`src/rtl/mem_arb_pkg.sv`:
```
// Shared types and constants for the CPU/accelerator memory-port arbiter.
package mem_arb_pkg;

    typedef enum logic [1:0] {IDLE, XFER, RESP} arb_state_t;
    typedef enum logic {OWN_CPU, OWN_ACC} arb_owner_t;

    localparam logic [31:0] ERR_RDATA = 32'hDEAD_BEEF;

endpackage

```
`src/rtl/mem_arb_rr_pick.sv`:
```
// Combinational 2-way round-robin pick; zero latency, no backpressure of its own.
// The output is only meaningful when at least one request is present.
module mem_arb_rr_pick (
    input  logic c_req,
    input  logic a_req,
    input  logic last,
    output logic grant
);
    import mem_arb_pkg::*;

    always_comb begin
        grant = logic'(OWN_ACC);
        // The CPU wins when alone, or on a tie if the accelerator went last.
        if (c_req && (!a_req || last == logic'(OWN_ACC))) begin
            grant = logic'(OWN_CPU);
        end
    end

endmodule

```
`src/rtl/mem_bus_arbiter.sv`:
```
// Shares one memory port between CPU and accelerator; grant->mem_cs 1 cycle, mem_valid->x_valid 1 cycle.
// Losing/late requests wait while busy; build with MEM_ARB_TIMEOUT_EN to add the XFER watchdog.
module mem_bus_arbiter #(
    parameter int ADDR_W         = 32,
    parameter int DATA_W         = 32,
    parameter int TIMEOUT_CYCLES = 255
) (
    input  logic                clk,
    input  logic                reset,

    input  logic                c_cs,
    input  logic                c_rd_wr,
    input  logic [DATA_W/8-1:0] c_mask,
    input  logic [ADDR_W-1:0]   c_addr,
    input  logic [DATA_W-1:0]   c_wdata,
    output logic [DATA_W-1:0]   c_rdata,
    output logic                c_valid,
    output logic                c_err,

    input  logic                a_cs,
    input  logic                a_rd_wr,
    input  logic [DATA_W/8-1:0] a_mask,
    input  logic [ADDR_W-1:0]   a_addr,
    input  logic [DATA_W-1:0]   a_wdata,
    output logic [DATA_W-1:0]   a_rdata,
    output logic                a_valid,
    output logic                a_err,

    output logic                mem_cs,
    output logic                mem_rd_wr,
    output logic [DATA_W/8-1:0] mem_mask,
    output logic [ADDR_W-1:0]   mem_addr,
    output logic [DATA_W-1:0]   mem_wdata,
    input  logic [DATA_W-1:0]   mem_rdata,
    input  logic                mem_valid,

    output logic                owner
);
    import mem_arb_pkg::*;

    arb_state_t        state;
    arb_state_t        state_nxt;
    arb_owner_t        last_owner;
    arb_owner_t        owner_q;
    logic              grant;
    logic              req_any;
    logic              start;
    logic              finish;
    logic              tmo_hit;
    logic [DATA_W-1:0] rdata_q;

    assign req_any = c_cs | a_cs;
    assign start   = (state == IDLE) && req_any;
    assign finish  = (state == XFER) && (mem_valid || tmo_hit);

    mem_arb_rr_pick u_pick (
        .c_req (c_cs),
        .a_req (a_cs),
        .last  (last_owner),
        .grant (grant)
    );

`ifdef MEM_ARB_TIMEOUT_EN
    localparam int CNT_W = $clog2(TIMEOUT_CYCLES + 1);

    logic [CNT_W-1:0] tmo_cnt;
    logic             err_q;

    always_ff @(posedge clk or posedge reset) begin
        if (reset) begin
            tmo_cnt <= '0;
        end else if (start) begin
            tmo_cnt <= '0;
        end else if (state == XFER) begin
            tmo_cnt <= tmo_cnt + 1'b1;
        end
    end

    // A completion arriving on the limit cycle takes priority over the timeout.
    assign tmo_hit = (state == XFER) && !mem_valid &&
                     (tmo_cnt == CNT_W'(TIMEOUT_CYCLES - 1));

    always_ff @(posedge clk or posedge reset) begin
        if (reset) begin
            err_q <= 1'b0;
        end else if (finish) begin
            err_q <= tmo_hit;
        end
    end

    assign c_err = c_valid & err_q;
    assign a_err = a_valid & err_q;
`else
    localparam int unused_timeout_cycles = TIMEOUT_CYCLES;

    assign tmo_hit = 1'b0;
    assign c_err   = 1'b0;
    assign a_err   = 1'b0;
`endif

    always_comb begin
        state_nxt = state;
        case (state)
            IDLE:    if (req_any) state_nxt = XFER;
            XFER:    if (mem_valid || tmo_hit) state_nxt = RESP;
            RESP:    state_nxt = IDLE;
            default: state_nxt = IDLE;
        endcase
    end

    always_ff @(posedge clk or posedge reset) begin
        if (reset) begin
            state <= IDLE;
        end else begin
            state <= state_nxt;
        end
    end

    always_ff @(posedge clk or posedge reset) begin
        if (reset) begin
            last_owner <= OWN_ACC;
            owner_q    <= OWN_CPU;
            mem_cs     <= 1'b0;
            mem_rd_wr  <= 1'b0;
            mem_mask   <= '0;
            mem_addr   <= '0;
            mem_wdata  <= '0;
            rdata_q    <= '0;
        end else if (start) begin
            last_owner <= arb_owner_t'(grant);
            owner_q    <= arb_owner_t'(grant);
            mem_cs     <= 1'b1;
            if (grant == logic'(OWN_ACC)) begin
                mem_rd_wr <= a_rd_wr;
                mem_mask  <= a_mask;
                mem_addr  <= a_addr;
                mem_wdata <= a_wdata;
            end else begin
                mem_rd_wr <= c_rd_wr;
                mem_mask  <= c_mask;
                mem_addr  <= c_addr;
                mem_wdata <= c_wdata;
            end
        end else if (finish) begin
            mem_cs  <= 1'b0;
            rdata_q <= tmo_hit ? DATA_W'(ERR_RDATA) : mem_rdata;
        end
    end

    assign c_valid = (state == RESP) && (owner_q == OWN_CPU);
    assign a_valid = (state == RESP) && (owner_q == OWN_ACC);
    assign c_rdata = c_valid ? rdata_q : '0;
    assign a_rdata = a_valid ? rdata_q : '0;
    assign owner   = owner_q;

endmodule

```
`config.mk`:
```
export PLATFORM = sky130hd
export DESIGN_NAME = mem_bus_arbiter
export DESIGN_NICKNAME = d
export VERILOG_FILES = /design/src/rtl/mem_arb_pkg.sv /design/src/rtl/mem_arb_rr_pick.sv /design/src/rtl/mem_bus_arbiter.sv
export SDC_FILE = /design/constraint.sdc
export NUM_CORES = 1
export LEC_CHECK = 0
export ABC_CLOCK_PERIOD_IN_PS = 6300
export CAP_MARGIN = 20
export CELL_PAD_IN_SITES_DETAIL_PLACEMENT = 1
export CELL_PAD_IN_SITES_GLOBAL_PLACEMENT = 1
export CORE_MARGIN = 1.5
export CORE_UTILIZATION = 31
export CTS_BUF_LIST = sky130_fd_sc_hd__clkbuf_16
export CTS_CLUSTER_SIZE = 16
export DETAILED_ROUTE_END_ITERATION = 7
export GPL_TIMING_DRIVEN = 0
export HOLD_SLACK_MARGIN = 0.03
export PLACE_DENSITY = 0.87
export SLEW_MARGIN = 20
export SYNTH_ARGS = -nofsm -noshare
export SYNTH_HDL_FRONTEND = slang
export SYNTH_HIERARCHICAL = 1
export SYNTH_SLANG_ARGS = --single-unit
```
`constraint.sdc`:
```
create_clock -name clk -period 6.3 [get_ports clk]
set_clock_uncertainty 0.05 [all_clocks]
set_input_delay 0.63 -clock clk [delete_from_list [all_inputs] [get_ports clk]]
set_output_delay 0.63 -clock clk [all_outputs]
set_load 0.05 [all_outputs]
```
==> key figures, run 1 <==
Drt
  • DRC Markers: 0
  • DRT iter0 DRCs: 86
  • TritonRoute pass-1 iters: 5
  • Total Routed Length: 17.2 mm
  • Post-DRT Antenna Nets: 0
  • Via density: 4.51
  • WL per Instance: 18.6 µm
  • Vias: 4184

Die
  • Die Width: 133 µm
  • Core area: 0.0166 mm²
  • Num ports: 314
  • Number of core rows: 47
  • Die outline height: 133 µm
  • Initial core utilization: 31.6%
  • Die ar.: 0.0177 mm²

Global routing
  • Maximum number of pins on one net before global-route repair: 67
  • GRT Util Overall: 19.6%
  • Number of global-route vias before repair: 4891
  • Initial antenna violation count: 0
  • Global-route wire length before repair: 26.8 mm
  • Total grt overflow: 0

Synthesis
  • Largest family of logic cells by synthesized area: multiplexers
  • Top cells by area, synth: dfrtp_1 50%, mux2_2 36%, and2_1 7.6%
  • Post-synth EDFFs: 0
  • Compound-cell area share of the yosys netlist: 0.310%
  • Simple-gate area share of the yosys netlist: 8.73%
  • Synth Area per Inst: 13.8 µm²
  • Top_reg_cell synth: dfrtp_1
  • Adder-cell area share of the yosys netlist: 0%
  • Mux share of post-synthesis cell area: 36.9%
  • Area leader, netlist: dfrtp_1
  • Synth top area share: 50.1%
  • Netlist Area Pre-Place: 0.00524 mm²
  • Most frequent cell after synthesis: mux2_2
  • Yosys cell types: 19
  • Fraction of registers with async set/reset: 100%
  • Post-Synth XOR/XNOR Area: 0%
  • Synth top cells by count: 166 x mux2_2, 105 x dfrtp_1, 64 x and2_1
  • YS warnings: 6
  • Seq/Total Area, Yosys: 50.6%
  • Number of synthesized register bits: 106
  • Cells after Synth: 381

STA
  • Final worst slack: 2.83 ns
  • RSZ-0062 raised after global routing: no
  • Max Slew Vio Count: 0
  • Final hold vios: 0
  • Max-Slew Margin vs Limit: 52.4%
  • Period utilisation layout: 55.1%
  • Setup TNS: 0 ns
  • F_max: 288 MHz
  • # setup viols final: 0
  • Post-layout minimum cycle time: 3.47 ns
  • Slew @ Worst Pin: 0.713 ns

Pwr
  • Max IR drop VDD: 216 µV
  • Internal power: 2.35 mW
  • PwrDens: 484 mW/mm²
  • Logic pwr share: 59.5%
  • Clock power share: 11.6%
  • Switching power: 1.96 mW
  • Sw frac: 45.5%
  • P_leak: 3.58 nW
  • Seq pwr share: 28.9%

Layout
  • # diodes: 0
  • Layout cells sized above 1: 28.9%
  • Fill cells: 1701
  • Area grow syn2layout: 70.1%
  • Post-layout nets: 880

Worst setup path
  • CP Data Arrival Time: 2.79 ns
  • R2r setup slk: 4.15 ns
  • CP startpoint: state[0]$_DFFE_PP0P_
  • Largest fanout on the critical path: 10
  • Path depth of the worst reg2reg path: 5
  • Worst setup SP type: flip-flop
  • R2r startpoint: last_owner$_DFFE_PP1P_
  • Crit path to: c_rdata[12]
  • Required @ worst endpoint: 5.62 ns
  • R2R Path End: mem_wdata[27]$_DFFE_PP0P_
  • CP endpoint kind: output port
  • Crit Path Class: flip-flop to output port

Placed design
  • Routability cong.: 0.792
  • Worst slack at placement: 3.15 ns
  • Hpwl dp: 14.0 mm
  • Port bufs: 311

Worst hold path
  • Hold path cells: 1
  • Hold WC Path Type: flip-flop to flip-flop

Clock network
  • Post-CTS Setup Inserts: 0
  • CTS resizes: 0
  • CTS tree: done
  • Maximum clock path buffer count: 2
  • Root buffer cell: clkbuf_16
  • H-tree Lvls: 3
  • CTS Sinks: 106
  • Hold_buf cts: 0
  • Clock transition at path regs: 0.07 ns
  • CTS Buf Count: 9
  • Worst-Skew Late Latency: 0.34 ns

Outcome
  • Status: completed

Run
  • Max-cap violation count: 0
-- metrics by stage --
stage / power (mW) / std cells / hold WS (ns) / utilization [%] / area, µm²
2_1_floorplan: 2.91 / 382 / 0.435 / - / 5250
3_3_place_gp: 3.76 / 913 / 0.413 / 52.1 / 8640
3_5_place_dp: 3.86 / 914 / 0.424 / 52.3 / 8670
4_1_cts: 4.37 / 927 / 0.440 / 53.8 / 8920
5_1_grt: 4.52 / 927 / 0.473 / 53.8 / 8920
6_report: 4.31 / 927 / 0.440 / 53.8 / 8920
-- metal layers --
layer  vias to the layer above  routed length [µm]  GRT usage (%)
met5                         -                   0              0
met4                         0                 323           6.04
met3                        21                1460           5.67
met2                       197                9080           37.0
met1                      2016                6380           20.9
li1                       1950                   -              -
-- placed cells by master, fill, tap and decap left out, drive strengths merged --
cell type | netlist | routed
a21o | 1 | 1
nand3b | 1 | 1
nor3 | 1 | 1
nor2 | 1 | 1
nor3b | 2 | 2
and2 | 64 | 64
dfrtp | 105 | 105
inv | 3 | 4
clkdlybuf4s50 | 0 | 311
clkinv | 0 | 1
or2 | 1 | 1
clkinvlp | 0 | 2
buf | 20 | 21
mux2 | 172 | 172
clkbuf | 6 | 15
and3b | 1 | 1
conb | 1 | 2
o21ai | 1 | 1
dfstp | 1 | 1
-- power by group through the flow --
stage	Sequential [mW]	Combinational [mW]	Clock (mW)
6_report	1.24	2.57	0.502
5_1_grt	1.30	2.68	0.548
4_1_cts	1.25	2.60	0.521
3_5_place_dp	1.26	2.59	0
3_3_place_gp	1.23	2.54	0
2_1_floorplan	2.03	0.882	0
-- kinds of logic (layout without fill, tap and decap cells) --
family / after synthesis / in the layout
and+or+nand+nor: 71 / 71
DFF: 106 / 106
other: 1 / 2
buffers and inverters: 29 / 354
AOI/OAI and AO/OA: 2 / 2
muxes: 172 / 172
-- flip-flops by register name, summed over array words and instances (netlist names) --
register    count
rdata_q        32
last_owner      1
mem_rd_wr       1
mem_addr       32
owner           1
mem_wdata      32
state           2
mem_mask        4
mem_cs          1
-- area by class of cell --
| cell class | count | area (µm²) | area share, % |
|---|---|---|---|
| Clock buffer | 9 | 225 | 2.53 |
| Timing Repair Buffer | 312 | 3140 | 35.2 |
| Buffer | 26 | 164 | 1.84 |
| Inverter | 3 | 16.3 | 0.182 |
| Clock inverter | 4 | 23.8 | 0.267 |
| Tap cell | 220 | 275 | 3.09 |
| Multi-Input combinational cell | 247 | 2420 | 27.1 |
| Sequential cell | 106 | 2650 | 29.8 |
-- worst min path at each step --
stage / start / end / slack [ns]
2_1_floorplan: rdata_q[21]$_DFFE_PP0P_ / rdata_q[21]$_DFFE_PP0P_ / 0.44
3_3_place_gp: mem_cs$_DFFE_PP0P_ / mem_cs$_DFFE_PP0P_ / 0.41
3_5_place_dp: mem_cs$_DFFE_PP0P_ / mem_cs$_DFFE_PP0P_ / 0.42
4_1_cts: mem_cs$_DFFE_PP0P_ / mem_cs$_DFFE_PP0P_ / 0.44
5_1_grt: mem_wdata[16]$_DFFE_PP0P_ / mem_wdata[16]$_DFFE_PP0P_ / 0.47
6_report: mem_cs$_DFFE_PP0P_ / mem_cs$_DFFE_PP0P_ / 0.44
-- critical path, stage by stage (launching register included) --
cell,delay (ns)
dfrtp_1,0.44
nor3b_1,0.63
clkbuf_1,0.37
and2_1,0.19
clkdlybuf4s50_1,0.82
Note: power is estimated with default switching activity, not from simulation.
==> run 2, diff against run 1 <==
Settings changed: ABC_CLOCK_PERIOD_IN_PS 6300 to 3000, CORE_UTILIZATION 31 to 26, PLACE_DENSITY 0.87 to 0.78.
Clock period 6.3 ns to 3 ns, I/O delays scaled along.
==> key figures, run 2 (same netlist as run 1, synthesis figures left out) <==
Drt
  • Total Routed Length: 18.4 mm (+6.8%)
  • WL per Instance: 18.8 µm (+1.3%)
  • Post-DRT Antenna Nets: 0 (unchanged)
  • Vias: 4296 (+2.7%)
  • DRC Markers: 0 (unchanged)
  • DRT iter0 DRCs: 64 (-26%)
  • Via density: 4.40 (-2.6%)
  • TritonRoute pass-1 iters: 3 (-2)

Worst setup path
  • Worst setup SP type: flip-flop
  • CP Data Arrival Time: 2.55 ns (-0.24 ns)
  • Slowest stage delay, CP: 0.81 ns (about the same)
  • Largest fanout on the critical path: 10 (unchanged)
  • Crit Path Class: flip-flop to output port
  • R2r setup slk: 0.87 ns (-3.28 ns)
  • R2r startpoint: last_owner$_DFFE_PP1P_
  • Required @ worst endpoint: 2.65 ns (-2.97 ns)
  • CP max stage cell: clkdlybuf4s50_1
  • Crit path cell chain: nor3b_4, clkbuf_1, and2_1, clkdlybuf4s50_1
  • CP startpoint: state[0]$_DFFE_PP0P_
  • CP endpoint kind: output port

Clock network
  • CTS Buf Count: 9 (unchanged)
  • Worst-Skew Late Latency: 0.34 ns (about the same)
  • Maximum clock path buffer count: 2 (unchanged)
  • H-tree Lvls: 3 (unchanged)
  • Root buffer cell: clkbuf_16
  • Clock transition at path regs: 0.07 ns (about the same)
  • CTS Sinks: 106 (unchanged)
  • CTS tree: done
  • Post-CTS Setup Inserts: 0 (unchanged)

Placed design
  • Worst slack at placement: 0.121 ns (-3.03 ns)
  • Routability cong.: 0.877 (+11%)
  • Port bufs: 311 (unchanged)
  • Hpwl dp: 14.7 mm (+5.1%)
  • Inst Count DP: 962 (+5.3%)

Global routing
  • Number of global-route vias before repair: 4954 (+1.3%)
  • Initial antenna violation count: 0 (unchanged)
  • Global-route wire length before repair: 28.6 mm (+6.5%)
  • Total grt overflow: 0 (unchanged)
  • Maximum number of pins on one net before global-route repair: 31 (-54%)
  • GRT Util Overall: 17.4% (-2.1 points)

Pwr
  • P_leak: 4.11 nW (+15%)
  • PwrDens: 1000 mW/mm² (+110%)
  • Pwr Total: 9.12 mW (+110%)
  • Max IR drop VDD: 316 µV (+46%)

STA
  • Slew @ Worst Pin: 0.703 ns (-0.00934 ns)
  • Post-layout minimum cycle time: 2.90 ns
  • Max-Slew Margin vs Limit: 53.0% (+0.57 points)
  • RSZ-0062 raised after global routing: yes
  • Max Slew Vio Count: 0 (unchanged)
  • Final hold vios: 0 (unchanged)
  • Final worst slack: 0.0989 ns (-2.73 ns)
  • Period utilisation layout: 96.7%
  • F_max: 345 MHz
  • Setup TNS: 0 ns (unchanged)
  • # setup viols final: 0 (unchanged)

Layout
  • Highest-count cells in the layout ignoring fill and taps: 278 x clkdlybuf4s50_1, 166 x mux2_2, 105 x dfrtp_1
  • FF+latch area: 0.00265 mm² (unchanged)
  • Top flop regs: mem_addr: 32 flops, mem_wdata: 32 flops, rdata_q: 32 flops
  • Multi-input logic area: 0.00243 mm² (+0.47%)
  • Layout cells sized above 1: 29.4% (+0.50 points)
  • Area grow syn2layout: 73.7%
  • Post-layout nets: 883 (+0.34%)
  • Most common cell after layout, fill and taps aside: clkdlybuf4s50_1
  • Fill cells: 2067 (+22%)
  • # diodes: 0 (unchanged)
  • Final cell count without fillers: 977 (+5.4%)

Die
  • Num ports: 314 (unchanged)
  • Die Width: 145 µm (+9.0%)
  • Number of core rows: 51 (+8.5%)
  • Die outline height: 145 µm (+9.0%)
  • Initial core utilization: 26.8% (-4.9 points)
  • Core area: 0.0196 mm² (+18%)
  • Die ar.: 0.0210 mm² (+19%)

Outcome
  • Status: completed

Run
  • Max-cap violation count: 0 (unchanged)

Worst hold path
  • Hold WC Path Type: primary input to async pin
## run 2: cell count changes in the layout (fill, tap and decap cells not counted)
cell	delta
clkdlybuf4s50_1	-33
dlymetal6s2s_1	+25
dlygate4sd2_1	+8
buf_12	+3
clkinv_1	+1
clkinv_4	+1
clkinvlp_4	+1
inv_6	-1
nor3b_1	-1
nor3b_4	+1
## run 2: critical path, delay by kind of cell, from the launching register on
kind,cells,cell delay (ns)
flops,1,0.46
simple gates,2,0.59
buf+inv,2,1.16
## run 2: power by group
| group | internal, mW | total (mW) | switching, mW |
|---|---|---|---|
| sequential | 2.17 | 2.62 | 0.448 |
| clock | 0.553 | 1.09 | 0.532 |
| combinational | 2.22 | 5.42 | 3.20 |
## run 2: metrics by stage
step	hold WS, ns	utilization, %	area [µm²]
after global routing	0.222	46.5	9110
after floorplan	0.401	-	5250
after detailed placement	0.427	44.8	8780
final	0.209	46.5	9110
after CTS	0.195	46.1	9040
after global placement	0.411	44.4	8700
## run 2: timing repair
action | CTS | global route
resized for setup | 9 | 26
hold buffers | 0 | 0
endpoints found under the setup margin | 30 | 29
## run 2: path summary, 6_finish.rpt
kind	cells after the start	endpoint
setup / recovery	4	c_rdata[14]
hold / removal	2	rdata_q[12]$_DFFE_PP0P_
setup reg to reg	5	mem_wdata[1]$_DFFE_PP0P_
hold reg to reg	1	mem_cs$_DFFE_PP0P_
max in group asynchronous	5	mem_addr[22]$_DFFE_PP0P_
min in group clk	1	mem_cs$_DFFE_PP0P_
## run 2: area by class of cell
cell class                 instances  area share [%]
multi-input combinational        247            26.7
clock inverter                     6           0.398
inverter                           3           0.165
buffer                            26            1.80
timing repair buffer             315            35.7
clock buffer                       9            2.47
tap                              265            3.64
sequential                       106            29.1
## run 2: metal layers
layer | GRT usage [%] | up-vias | wire length, µm | part of all wire, %
met5 | 0 | - | 0 | 0
met4 | 6.65 | 0 | 486 | 2.6
met3 | 5.06 | 29 | 1360 | 7.4
met2 | 31.2 | 196 | 9510 | 52
met1 | 19.4 | 2115 | 7060 | 38
li1 | - | 1956 | - | -
==> patch 1, RTL diff (settings of run 1) <==
The option `MEM_ARB_TIMEOUT_EN` is turned on by a define.
--- a/src/rtl/mem_bus_arbiter.sv
+++ b/src/rtl/mem_bus_arbiter.sv
@@ -2,2 +2,4 @@
 // Losing/late requests wait while busy; build with MEM_ARB_TIMEOUT_EN to add the XFER watchdog.
+`define MEM_ARB_TIMEOUT_EN
+
 module mem_bus_arbiter #(
Formal check against the unedited RTL: no difference found for any inputs over 10 cycles, from zero or initial values and one cycle with reset high; that may be too few to reach the edited logic, so the function may still have changed.
==> patch 1 against run 1 <==
Global-route usage up 2.5 points; final area up 6.3%; setup slack worse by 240 ps; synthesized area up 4.0%; total power up 11%; sequential cell count up 9; final cell count up 17%; routed wire length up 16%; highest routed layer unchanged.
==> patch 1: results (changes against run 1) <==
stage	metric	value	unit	change
global_routing	GR met2 Demand/Resource	40.6	%	+3.7 points
drt	routed wl met3	1380	um	-5.5%
synthesis	proportion of synthesized chip area in sequential cells	52.8	%	+2.2 points
finish	Total Nets Final	1022		+16%
drt	drt first pass iters	4		-1
status	run status	finished, final reports clean		
drt	mean routed wirelength per cell	18.4	um	-0.86%
global_routing	largest net degree at the start of global routing	59		-12%
power_and_ir_drop	Worst IR Drop VDD	225	uV	+4.3%
clocking	clock slew at the register clock pins of the worst setup and hold paths	50	ps	-20 ps
sta	pin slew with the least headroom to its limit	878	ps	+165 ps
global_routing	number of global-route vias before repair	5574		+14%
clocking	CTS Buf Count	17		+8
drt	met2 routed wirelength	10600	um	+17%
critical_path	CP Capture Point	a_rdata[4]		
drt	topmost layer with routed signal wires	met4		
critical_path	R2R Path Start	last_owner		
global_routing	met3 usage in global routing	6.88	%	+1.2 points
synthesis	Synth warnings	6		unchanged
clocking	Clock Tree Buf Depth	2		unchanged
clocking	later-pin clock latency in the skew report	400	ps	+60 ps
place	detailed placer's ending HPWL	15500	um	+11%
power_and_ir_drop	sw frac	46.2	%	+0.69 points
clocking	Post-CTS Setup Bufs	0		unchanged
critical_path	startpoint of the worst setup timing path	state[1]		
drt	routed metal-1 wirelength	7550	um	+18%
critical_path	kind of cell adding the most delay to the critical path	buffers and inverters		
synthesis	Synth area leaders	dfrtp_1, mux2i_1, and2_1		
critical_path	worst reg2reg path endpoint	mem_wdata[9]		
power_and_ir_drop	Seq. pwr	0.00131	W	+6%
place	PortBufs	313		+0.64%
critical_path	Arr. time, crit path	3030	ps	+240 ps
finish	antenna diode instance count	0		unchanged
power_and_ir_drop	static leakage power	4.16	nW	+16%
clocking	H-tree levels	4		+1
synthesis	async set-reset flop share out of synthesis	100	%	unchanged
global_routing	first-pass GRT wire length	30500	um	+14%
global_routing	global-route total usage across every layer	22.1	%	+2.5 points
place	routability cong.	0.760		-4.1%
synthesis	number of different library cells in the post-synthesis netlist	41		+22
critical_path	Largest stage delay, worst path	830	ps	
drt	Via density	4.80		+6.5%
drt	iteration-0 DRC count of the detailed router	124		+44%
finish	share of final-layout standard cells stronger than drive strength 1	8.40	%	-20 points
critical_path	worst reg2reg setup slack	4300	ps	+150 ps
global_routing	met1 track demand over resource in global routing	23.6	%	+2.7 points
synthesis	leading cell types by count after synthesis	dfrtp_1, nand2_1, o21ai_0		
power_and_ir_drop	Clk. pwr	0.000948	W	+89%
## patch 1: cell count changes in the layout (fill, tap and decap cells not counted), moves of 8 or more
cell,before,now
nand2_1,0,79
o21ai_0,0,76
a22o_2,0,8
clkbuf_1,6,17
o22a_1,0,19
mux2_2,166,0
mux2i_1,0,69
dfrtp_1,105,114
clkbuf_16,9,17
## patch 1: cells by family after synthesis
kind of cell / count (synthesis) / share of synthesized area (%)
buffers and inverters: 41 / 4.11
AND/OR/NAND/NOR: 164 / 15.6
AO/OA/AOI/OAI: 121 / 14.4
multiplexers: 69 / 12.7
adder cells (fa/ha/maj): 2 / 0.459
flip-flops: 115 / 52.8
## patch 1: layout make-up
type | count | area (um^2)
Buffer | 36 | 200
Clock buffer | 17 | 425
Clock inverter | 14 | 149
Fill cell | 1935 | 7760
Inverter | 5 | 28.8
Multi-Input combinational cell | 356 | 2350
Sequential cell | 115 | 2880
Tap cell | 225 | 282
Timing Repair Buffer | 314 | 3160
## patch 1: how the worst min path moves through the flow
| stage | start | to | slack [ps] | cells after the start |
|---|---|---|---|---|
| after floorplan | last_owner | last_owner | 400 | 2 |
| final | last_owner | last_owner | 430 | 2 |
| after CTS | last_owner | last_owner | 430 | 2 |
| after global routing | last_owner | last_owner | 450 | 2 |
| after detailed placement | mem_addr[2] | mem_addr[2] | 420 | 2 |
| after global placement | last_owner | last_owner | 410 | 2 |
## patch 1: stage by stage
stage	area, um^2	hold slack (ps)	setup WS, ps	std cells	util (%)
6_report	9480	425	2590	1082	55.0
4_1_cts	9480	431	2580	1082	55.0
3_3_place_gp	8870	407	714	1050	51.5
5_1_grt	9480	448	2330	1082	55.0
3_5_place_dp	8900	420	3030	1051	51.6
2_1_floorplan	5450	397	2580	512	-
==> patch 2, RTL diff (flow settings as in run 1) <==
Made on the original files. Register the outputs `c_rdata` and `a_rdata`, with the module's reset; this adds one clock of latency there. The other outputs are not delayed to match.
--- a/src/rtl/mem_bus_arbiter.sv
+++ b/src/rtl/mem_bus_arbiter.sv
@@ -151,4 +151,11 @@
     assign a_valid = (state == RESP) && (owner_q == OWN_ACC);
-    assign c_rdata = c_valid ? rdata_q : '0;
-    assign a_rdata = a_valid ? rdata_q : '0;
+    always_ff @(posedge clk or posedge reset) begin
+        if (reset) begin
+            c_rdata <= '0;
+            a_rdata <= '0;
+        end else begin
+            c_rdata <= c_valid ? rdata_q : '0;
+            a_rdata <= a_valid ? rdata_q : '0;
+        end
+    end
     assign owner   = owner_q;
Behaviour: not the same (a bounded check fails within 4 cycles, from zero or initial values and one cycle with reset high).
==> patch 2 against run 1 <==
Routed wire length increased by 18%; count of clock-buffer cells in the layout up 8; total power up 23%; setup slack improved by 11 ps; sequential cell count increased by 64; final area increased by 22%; synthesized area rose by 30%; core utilization fell by 3.4 points; die area rose by 29%.
==> patch 2: results (changes against run 1) <==
stage	metric	value	unit	change
status	run status	finished, final reports clean		
synthesis	proportion of synthesized chip area in sequential cells	62.3	%	+12 points
critical_path	worst reg2reg path endpoint	mem_wdata[31]		
finish	filler cell count in the final layout	2183		+28%
drt	mean routed wirelength per cell	19.0	um	+2.2%
synthesis	Synth area leaders	dfrtp_1, mux2_2, and2_1		
place	worst-case setup slack after placement	3250	ps	+103 ps
global_routing	met3 usage in global routing	6.02	%	+0.35 points
power_and_ir_drop	Worst IR Drop VDD	207	uV	-4.0%
synthesis	number of different library cells in the post-synthesis netlist	18		-1
synthesis	leading cell types by count after synthesis	dfrtp_1, mux2_2, and2_1		
finish	portion of the layout cell area used by non-clock buffers	30.1	%	-7.0 points
drt	met2 routed wirelength	10700	um	+18%
drt	drt first pass iters	4		-1
sta	hold_ws	442	ps	+1.85 ps
sta	remaining max-slew budget at the tightest pin	39.8	%	-13 points
drt	iteration-0 DRC count of the detailed router	107		+24%
global_routing	met1 track demand over resource in global routing	19.5	%	-1.4 points
finish	layout sequential cell count	170		+60%
place	detailed placer's ending HPWL	15700	um	+12%
clocking	later-pin clock latency in the skew report	420	ps	+80 ps
clocking	H-tree levels	4		+1
finish	fraction of area in multi-input gates	22.2	%	-5.0 points
place	routability cong.	0.721		-8.9%
finish	Clock Buffer Count	17		+8
sta	setup ws final	2840	ps	+11.3 ps
finish	Total Nets Final	952		+8.2%
finish	Reg area	4260	um^2	+60%
critical_path	Arr. time, crit path	2780	ps	about the same
global_routing	global-route total usage across every layer	17.7	%	-1.8 points
drt	routed wl met3	1790	um	+23%
global_routing	largest net degree at the start of global routing	102		+52%
synthesis	post-synthesis mux area share	28.4	%	-8.6 points
synthesis	compound-gate portion of the synthesized area	0.238	%	-0.072 points
power_and_ir_drop	static leakage power	4.62	nW	+29%
global_routing	first-pass GRT wire length	29800	um	+11%
global_routing	number of global-route vias before repair	5090		+4.1%
drt	vias post-DR	4744		+13%
critical_path	CP Capture Point	c_valid		
patch 2: cell count changes after synthesis:
cell / before / now
dfrtp_1: 105 / 169
buf_6: 5 / 0
buf_4: 4 / 9
patch 2: through the flow:
stage          instances  utilization [%]  instance area, um^2  TNS (ps)
2_1_floorplan        446                -                 6830         0
3_3_place_gp        1037             47.5                10300   -217840
3_5_place_dp        1038             47.6                10300         0
4_1_cts             1070             50.3                10900         0
5_1_grt             1070             50.3                10900         0
6_report            1070             50.3                10900         0
patch 2: worst register-to-register path: cells and delay by family, from the launching register on:
family / cells / cell delay (ps)
buf+inv: 2 / 790
mux: 2 / 700
flops: 1 / 370
compound gates: 1 / 120
patch 2: report_power, final:
part	switching (W)	total [W]	internal (W)
logic	0.00153	0.00258	0.00105
clock network	0.000480	0.00104	0.000562
registers	0.000209	0.00170	0.00149
total	0.00222	0.00532	0.00310
patch 2: cells by family after synthesis:
kind of cell    Yosys count
other cells               1
mux                     172
buf+inv                  29
simple gates             71
flops                   170
compound gates            2
